<file path="src/rtl/disp_pkg.sv">
// rtl/disp_pkg.sv - shared constants and types for the display scanner
//
// Purpose: constants and helper used by disp_scan and disp_tick.
// Contents:
//   ANODE_OFF     all-ones anode pattern (slice to NUM_DIGITS bits)
//   BLANK_SEG     segment pattern the downstream decoder drives when blank=1
//   scan_out_t    registered digit/blank/frame_done output bundle
//   idx_width()   width of the slot index for a given digit count
package disp_pkg;

  localparam int MAX_DIGITS = 8;

  localparam logic [MAX_DIGITS-1:0] ANODE_OFF = '1;
  localparam logic [6:0]            BLANK_SEG = 7'b1111111;

  typedef struct packed {
    logic [3:0] digit;
    logic       blank;
    logic       frame_done;
  } scan_out_t;

  localparam scan_out_t SCAN_OUT_RST = '{digit: 4'h0, blank: 1'b1, frame_done: 1'b0};

  function automatic int idx_width(input int n);
    return (n <= 2) ? 1 : $clog2(n);
  endfunction

endpackage

</file>
<file path="src/rtl/disp_tick.sv">
// rtl/disp_tick.sv - slot prescaler for the display scanner
//
// Purpose: counts 0..REFRESH_DIV-1 per digit slot and flags the dead time.
// Ports:
//   clk_i        clock
//   rst_i        synchronous active-high reset
//   slot_tick_o  high in the last cycle of a slot (counter at REFRESH_DIV-1)
//   dead_o       high while the counter is below DEAD_CYCLES
module disp_tick #(
  parameter int REFRESH_DIV = 50000,
  parameter int DEAD_CYCLES = 16
) (
  input  logic clk_i,
  input  logic rst_i,
  output logic slot_tick_o,
  output logic dead_o
);

  localparam int PW = $clog2(REFRESH_DIV);

  logic [PW-1:0] pcnt_q;
  logic [PW-1:0] pcnt_d;

  assign slot_tick_o = (pcnt_q == PW'(REFRESH_DIV - 1));
  assign dead_o      = (pcnt_q < PW'(DEAD_CYCLES));

  always_comb begin
    pcnt_d = pcnt_q + PW'(1);
    if (slot_tick_o) begin
      pcnt_d = '0;
    end
  end

  always_ff @(posedge clk_i) begin
    if (rst_i) begin
      pcnt_q <= '0;
    end else begin
      pcnt_q <= pcnt_d;
    end
  end

endmodule

</file>
<file path="src/rtl/disp_scan.sv">
// rtl/disp_scan.sv - time-multiplexed 7-segment digit scanner
//
// Purpose: holds a frame-stable display word, scans its digits one slot at a
// time with dead time at slot start, and drives the digit code, active-low
// anode enables and a blank flag for the downstream segment decoder.
// Optional feature macro: LEADING_ZERO_BLANK_EN (blank digits above the most
// significant nonzero digit; digit 0 is always shown).
// Ports:
//   clk         clock
//   rst         synchronous active-high reset
//   value_in    packed hex digits, digit 0 in bits [3:0]
//   load        one-cycle strobe capturing value_in into the pending word
//   digit_out   digit code for the current slot
//   anode_n     active-low digit enables, at most one bit low
//   blank       high when the current slot shows nothing
//   frame_done  one-cycle pulse after each frame boundary
module disp_scan
  import disp_pkg::*;
#(
  parameter int NUM_DIGITS  = 4,
  parameter int REFRESH_DIV = 50000,
  parameter int DEAD_CYCLES = 16
) (
  input  logic                    clk,
  input  logic                    rst,
  input  logic [4*NUM_DIGITS-1:0] value_in,
  input  logic                    load,
  output logic [3:0]              digit_out,
  output logic [NUM_DIGITS-1:0]   anode_n,
  output logic                    blank,
  output logic                    frame_done
);

  localparam int IW = idx_width(NUM_DIGITS);
  localparam logic [IW-1:0] LAST_IDX = IW'(NUM_DIGITS - 1);

  logic slot_tick;
  logic dead;
  logic frame_wrap;

  logic [IW-1:0]           idx_q,     idx_d;
  logic [4*NUM_DIGITS-1:0] active_q,  active_d;
  logic [4*NUM_DIGITS-1:0] pending_q, pending_d;
  logic                    pend_v_q,  pend_v_d;
  scan_out_t               out_q,     out_d;
  logic [NUM_DIGITS-1:0]   anode_q,   anode_d;

`ifdef LEADING_ZERO_BLANK_EN
  logic [IW-1:0] msd;
`endif

  disp_tick #(
    .REFRESH_DIV (REFRESH_DIV),
    .DEAD_CYCLES (DEAD_CYCLES)
  ) u_tick (
    .clk_i       (clk),
    .rst_i       (rst),
    .slot_tick_o (slot_tick),
    .dead_o      (dead)
  );

  assign frame_wrap = slot_tick && (idx_q == LAST_IDX);

  // Slot index and the active/pending handshake. The pending word is only
  // promoted at the frame wrap, so a frame never mixes two values. A load in
  // the wrap cycle lands in pending after the promotion and waits a frame.
  always_comb begin
    idx_d     = idx_q;
    active_d  = active_q;
    pending_d = pending_q;
    pend_v_d  = pend_v_q;

    if (slot_tick) begin
      idx_d = frame_wrap ? '0 : idx_q + IW'(1);
    end

    if (frame_wrap && pend_v_q) begin
      active_d = pending_q;
      pend_v_d = 1'b0;
    end

    if (load) begin
      pending_d = value_in;
      pend_v_d  = 1'b1;
    end
  end

`ifdef LEADING_ZERO_BLANK_EN
  // Highest slot holding a nonzero digit; stays 0 for an all-zero word so
  // the rightmost digit still shows "0".
  always_comb begin
    msd = '0;
    for (int i = 1; i < NUM_DIGITS; i++) begin
      if (active_q[4*i +: 4] != 4'h0) begin
        msd = IW'(i);
      end
    end
  end
`endif

  // Outputs are computed from the current state and registered, so a slot
  // change shows up one cycle after it happens in the counters.
  always_comb begin
    out_d            = SCAN_OUT_RST;
    out_d.frame_done = frame_wrap;
    out_d.blank      = dead;
    for (int i = 0; i < NUM_DIGITS; i++) begin
      if (idx_q == IW'(i)) begin
        out_d.digit = active_q[4*i +: 4];
      end
    end
`ifdef LEADING_ZERO_BLANK_EN
    if (idx_q > msd) begin
      out_d.blank = 1'b1;
    end
`endif

    anode_d = ANODE_OFF[NUM_DIGITS-1:0];
    if (!dead) begin
      for (int i = 0; i < NUM_DIGITS; i++) begin
        if (idx_q == IW'(i)) begin
          anode_d[i] = 1'b0;
        end
      end
    end
  end

  always_ff @(posedge clk) begin
    if (rst) begin
      idx_q     <= '0;
      active_q  <= '0;
      pending_q <= '0;
      pend_v_q  <= 1'b0;
      out_q     <= SCAN_OUT_RST;
      anode_q   <= ANODE_OFF[NUM_DIGITS-1:0];
    end else begin
      idx_q     <= idx_d;
      active_q  <= active_d;
      pending_q <= pending_d;
      pend_v_q  <= pend_v_d;
      out_q     <= out_d;
      anode_q   <= anode_d;
    end
  end

  assign digit_out  = out_q.digit;
  assign blank      = out_q.blank;
  assign frame_done = out_q.frame_done;
  assign anode_n    = anode_q;

endmodule

</file>
<file path="config.mk">
export PLATFORM = sky130hd
export DESIGN_NAME = disp_scan
export DESIGN_NICKNAME = d
export VERILOG_FILES = /design/src/rtl/disp_pkg.sv /design/src/rtl/disp_tick.sv /design/src/rtl/disp_scan.sv
export SDC_FILE = /design/constraint.sdc
export NUM_CORES = 1
export LEC_CHECK = 0
export ABC_AREA = 1
export CELL_PAD_IN_SITES_DETAIL_PLACEMENT = 1
export CELL_PAD_IN_SITES_GLOBAL_PLACEMENT = 1
export CORE_MARGIN = 5
export CORE_UTILIZATION = 36
export DETAILED_ROUTE_END_ITERATION = 16
export GPL_TIMING_DRIVEN = 0
export MAX_ROUTING_LAYER = met4
export PLACE_DENSITY = 0.71
export SLEW_MARGIN = 20
export SYNTH_ARGS = -nofsm -noshare
export SYNTH_HDL_FRONTEND = slang
export SYNTH_SLANG_ARGS = --single-unit
</file>
<file path="constraint.sdc">
create_clock -name clk -period 1.4 [get_ports clk]
set_input_delay 0.21 -clock clk [delete_from_list [all_inputs] [get_ports clk]]
set_output_delay 0.21 -clock clk [all_outputs]
set_load 0.02 [all_outputs]
</file>
# After elaboration in Yosys (flattened, before gate mapping)
# Index checks and enable logic that the tools add are counted.
# W data, S select, Z words.
[word_totals]
register_bits = 61
inputBits = 19
output_inout_bits = 10
wordCells = 33
[op_classes]
add_sub_neg = 2
n_lt_le_gt_ge = 1
n_eq_ne = 4
muxes = 11
n_reduce_logical = 6
[op_table]
columns = ["op", "count"]
rows = [
  ["$add A16 B1 Y16 const B", 1],
  ["$eq A16 B16 Y1 const B", 1],
  ["$lt A16 B5 Y1 const B", 1],
  ["$mux W4", 4],
  ["$mux W1", 6],
  ["$eq A2 B2 Y1 const B", 2],
  ["$reduce_or A2 Y1", 2],
  ["$add A2 B1 Y2 const B", 1],
  ["$eq A2 B1 Y1 const B", 1],
  ["$logic_and A1 B1 Y1", 2],
  ["$logic_not A2 Y1", 1],
  ["$mux W2", 1],
  ["$reduce_bool A2 Y1", 1],
]

# Depth between registers and ports, before layout
[depth]
depth_word = 5
mapped_depth = 9
ltp_nobuf = 8

# By module
# From an unflattened synthesis, not the netlist that was laid out.
[hier_totals]
hier_cells = 341
area_unflattened_um2 = 2551.2
[modules_own_cells]
columns = ["module", "instances", "cells_each", "area_each_um2", "seq_area_each_um2"]
rows = [
  ["disp_scan", 1, 211, 1704.1, 900.9],
  ["disp_tick", 1, 130, 847.1, 320.3],
]

# Worst setup path after synthesis
# No wires, ideal clock.
[synth_timing]
path_kind = "register to register"
start = "register u_tick.pcnt_q[0]"
end = "register active_q[10]"
setup_ps = 113
arrival_time_ps = 1281
required_ps = 1287
setup_slack_ps = 6
stages_incl_launch_ff = 8
path_buffers = 1
period_less_slack_ps = 1394
path_cell_list = "dfxtp_1 > ha_1 > nand3_2 > nor2_2 > nand4_4 > buf_2 > nor2_1 > nor2_1"
[synth_between]
elab_chain_len = 3
[synth_rtl]
columns = ["element", "line_no", "rtl"]
rows = [
  ["from (decl)", "disp_tick.sv:21", "logic [PW-1:0] pcnt_q;"],
  ["from (signal assigned)", "disp_tick.sv:38", "pcnt_q <= pcnt_d;"],
  ["$eq A16 B16 Y1", "disp_tick.sv:24", "assign slot_tick_o = (pcnt_q == PW'(REFRESH_DIV - 1));"],
  ["$logic_and A1 B1 Y1", "disp_scan.sv:62", "assign frame_wrap = slot_tick && (idx_q == LAST_IDX);"],
  ["$logic_and A1 B1 Y1", "disp_scan.sv:77", "if (frame_wrap && pend_v_q) begin"],
  ["to (signal assigned)", "disp_scan.sv:138", "active_q <= active_d;"],
  ["to (decl)", "disp_scan.sv:42", "logic [4*NUM_DIGITS-1:0] active_q, active_d;"],
]
# Every way passes these cells.
# A chain may end at the register's enable or synchronous reset.

# Worst setup path in the final report
[layout_timing]
start = "register u_tick.pcnt_q[0]"
end = "register active_q[1]"
# Same word-level chain as after synthesis.

==> metrics.txt <==
total power 3.34 mW; Mapped Cells 353; Worst setup EP type flip-flop; flops & latches, synth 61; CTS tree done; root buf cell clkbuf_8; IO buf count 28; hold path start value_in[1]; Die Y 94.5 um; Layout Nets around 430; crit path time final 1460 ps; Tot GR Track Use 16.7%; max-cap viol count 0; WP data arrival 1680 ps; P_leak 1.51 nW; worst hold slack 455 ps; Required @ worst endpoint 1630 ps; Final Util 51.3%; width of the die 94.5 um; Routability Congestion 0.823; violated checks negative setup slack; vias in the first global route 2,389; die area 8940 um2; Placement Setup Slack -310 ps; Max Root-Sink Buffers 2; Worst-Margin Slew 369 ps; Slew Limit Fails 0; Clock Pin Slew Worst Setup and Hold Paths 70 ps; ANT nets after route 0; Fmax 0.687 GHz; clock insertion delay at the later pin of the skew report 330 ps; post-synthesis mux area share 0%; final worst slack -55.4 ps; run status finished with violations; syn_nets 377; reg-to-reg endpoint active_q[1]; via count 2,337; hold depth 3; site row count 30; ANT cells 0; hold endpoint pending_q[1]; filler instances 862; Area Overhead vs Synth 37.1%; grt ovf 0; Async SR Flop Fraction 0%; hold crit path type in -> reg; Pre-Repair DR Iteration Count 4; share of cells above drive strength 1 27.6%; final instance area 3530 um2; Top Ports 29; CTS buffer count 9; initial antenna violation count 0; Max VDD drop 0.000468 V; DP Area 2970 um2; DRC viols 0; post-synthesis simple-gate area fraction 30.7%; dpl cells 477; worst setup slack for register-to-register paths -60 ps; Worst Path Max Fanout 8; Clock Skew a little over 9 ps; HPWL after DPL about 4600 um; P_sw 0.807 mW; Clock Sinks 61; core region area 6870 um2; Cell Area, Synth 2570 um2; largest net degree at the start of global routing 11; CP dominant cell by count nor2_2; total negative slack -690 ps; pwr/cell area 948 nW/um2; Max stage delay on crit path 360 ps; vias per cell ~4.6; Clock Power Share 40.5%; Routed WL between 6000 and 7000 um; Post-synth EDFFs 0; Initial Util 37.4%; final hold vios 0; count of cell types in the netlist 30; critical path launch point type flip-flop; critical path cell sequence ha_4 > nand3_4 > nor2_4 > nand4_4 > buf_6 > nor2_2 > nor2_2; setup violators final 22; H-tree depth 3; Sequential Power Share 54.1%; XOR/XNOR Fraction of Synth Area 1.02%; slowest stage cell, crit path dfxtp_2; Top FF cell, synth dfxtp_1; DR WL/cell 13.8 um; Synth Area in Compound Gates 9.73%; crit path from u_tick.pcnt_q[0]; sequential-to-total area share from yosys stat between 40% and 50%; CP Class reg -> reg; 1st-iter DRT viols 58; Post-CTS Hold Buffers 0; relative slew slack 75.4%; final period utilization 104%; syn avg cell area 7.29 um2; Int Pwr 2.54 mW; worst reg-to-reg path cell count 7; global-route wire length before repair 11,100 um; post-synthesis adder-cell area fraction 2.43%; largest family of logic cells by synthesized area simple AND/OR/NAND/NOR gates; YS warnings 0; RSZ-0062 raised after global routing true; FF-to-FF Start u_tick.pcnt_q[0]; post-route insts no fill ~510; Logic pwr share 5.5%; Net Sw Frac about a quarter
## state kept, by name, summed over array words and instances, names as in the netlist
signal,flops
anode_n,4
idx_q,2
digit_out,4
pending_q,16
u_tick.pcnt_q,16
pend_v_q,1
frame_done,1
blank,1
active_q,16
## per-layer routing
metal	share of wire [%]	vias up	GRT usage, %
met2	50	38	26.9
met3	2.8	8	3.82
met4	1.6	0	7.09
met1	45	1081	20.1
li1	-	1210	-
met5	0	-	-
## cell families (layout without fill, tap and decap cells)
| kind of cell | count (synthesis) | count (layout) |
|---|---|---|
| and+or+nand+nor | 183 | 183 |
| DFF | 61 | 61 |
| buffers and inverters | 53 | 109 |
| AOI/OAI and AO/OA | 48 | 48 |
| adders and majority gates | 5 | 5 |
| xor gates and xnor gates | 3 | 3 |
## power by group through the flow
| stage | registers (mW) | logic (mW) | clock network (mW) |
|---|---|---|---|
| global route | 1.81 | 0.205 | 1.48 |
| floorplan | 1.83 | 0.0763 | 0 |
| global placement | 1.84 | 0.150 | 0 |
| finish | 1.81 | 0.182 | 1.35 |
| detailed placement | 1.84 | 0.155 | 0 |
| CTS | 1.80 | 0.169 | 1.39 |
## layout by cell type (no fill, tap or decap), types with 9 or more instances in the layout
| cell type | n |
|---|---|
| o21ai_0 | 19 |
| buf_4 | 10 |
| clkdlybuf4s50_1 | 18 |
| dlygate4sd2_1 | 10 |
| nand2_2 | 15 |
| nor2_2 | 12 |
| nand3_1 | 16 |
| nor2_4 | 10 |
| clkbuf_8 | 10 |
| nand2_1 | 42 |
| inv_1 | 34 |
| a21oi_1 | 19 |
| dfxtp_2 | 9 |
| dfxtp_1 | 50 |
| nor2_1 | 65 |
## final cells by class
| class | instances | area [um2] | share of cell area, % |
|---|---|---|---|
| Clock inverter | 5 | 27.5 | 0.780 |
| Multi-Input combinational cell | 239 | 1350 | 38.3 |
| Tap cell | 96 | 120 | 3.41 |
| Inverter | 42 | 158 | 4.47 |
| Timing Repair Buffer | 44 | 424 | 12.0 |
| Clock buffer | 10 | 138 | 3.90 |
| Sequential cell | 61 | 1240 | 35.2 |
| Buffer | 8 | 67.6 | 1.92 |
## synthesized netlist by cell type (2+ instances only)
master | count | area share, %
nor3_1 | 5 | 0.97
xor2_1 | 2 | 0.68
a22oi_1 | 3 | 0.88
inv_2 | 5 | 0.73
nand2_2 | 8 | 1.9
ha_1 | 5 | 2.4
a21oi_1 | 20 | 3.9
dfxtp_1 | 61 | 47
o21ai_0 | 22 | 4.3
nor2_1 | 85 | 12
nand2_1 | 56 | 8.2
o21ai_1 | 2 | 0.39
nand4_1 | 4 | 0.97
inv_1 | 36 | 5.3
clkbuf_1 | 5 | 0.73
buf_2 | 3 | 0.58
nand3_1 | 17 | 3.3
buf_6 | 2 | 0.88
## worst max-delay path by stage
| stage | endpoint | slack, ps | depth (start not counted) |
|---|---|---|---|
| 2_1_floorplan | active_q[10] | 6 | 7 |
| 3_3_place_gp | u_tick.pcnt_q[5] | -250 | 7 |
| 3_5_place_dp | u_tick.pcnt_q[5] | -310 | 7 |
| 4_1_cts | active_q[12] | -20 | 7 |
| 5_1_grt | active_q[8] | -120 | 8 |
| 6_report | active_q[1] | -60 | 7 |
## critical path, delay by kind of cell, from the launching register on
kind / cells / cell delay (ps)
AND/OR/NAND/NOR: 5 / 620
buffers and inverters: 1 / 220
adder cells (fa/ha/maj): 1 / 160
flip-flops: 1 / 360
## repair_timing
item | CTS | global route
buffers inserted | 7 | 5
endpoints found under the setup margin | 49 | 41
gates resized for setup | 58 | 47
pin swaps | 7 | 12
gates cloned | 3 | 1
(Power assumes the default switching activity.)
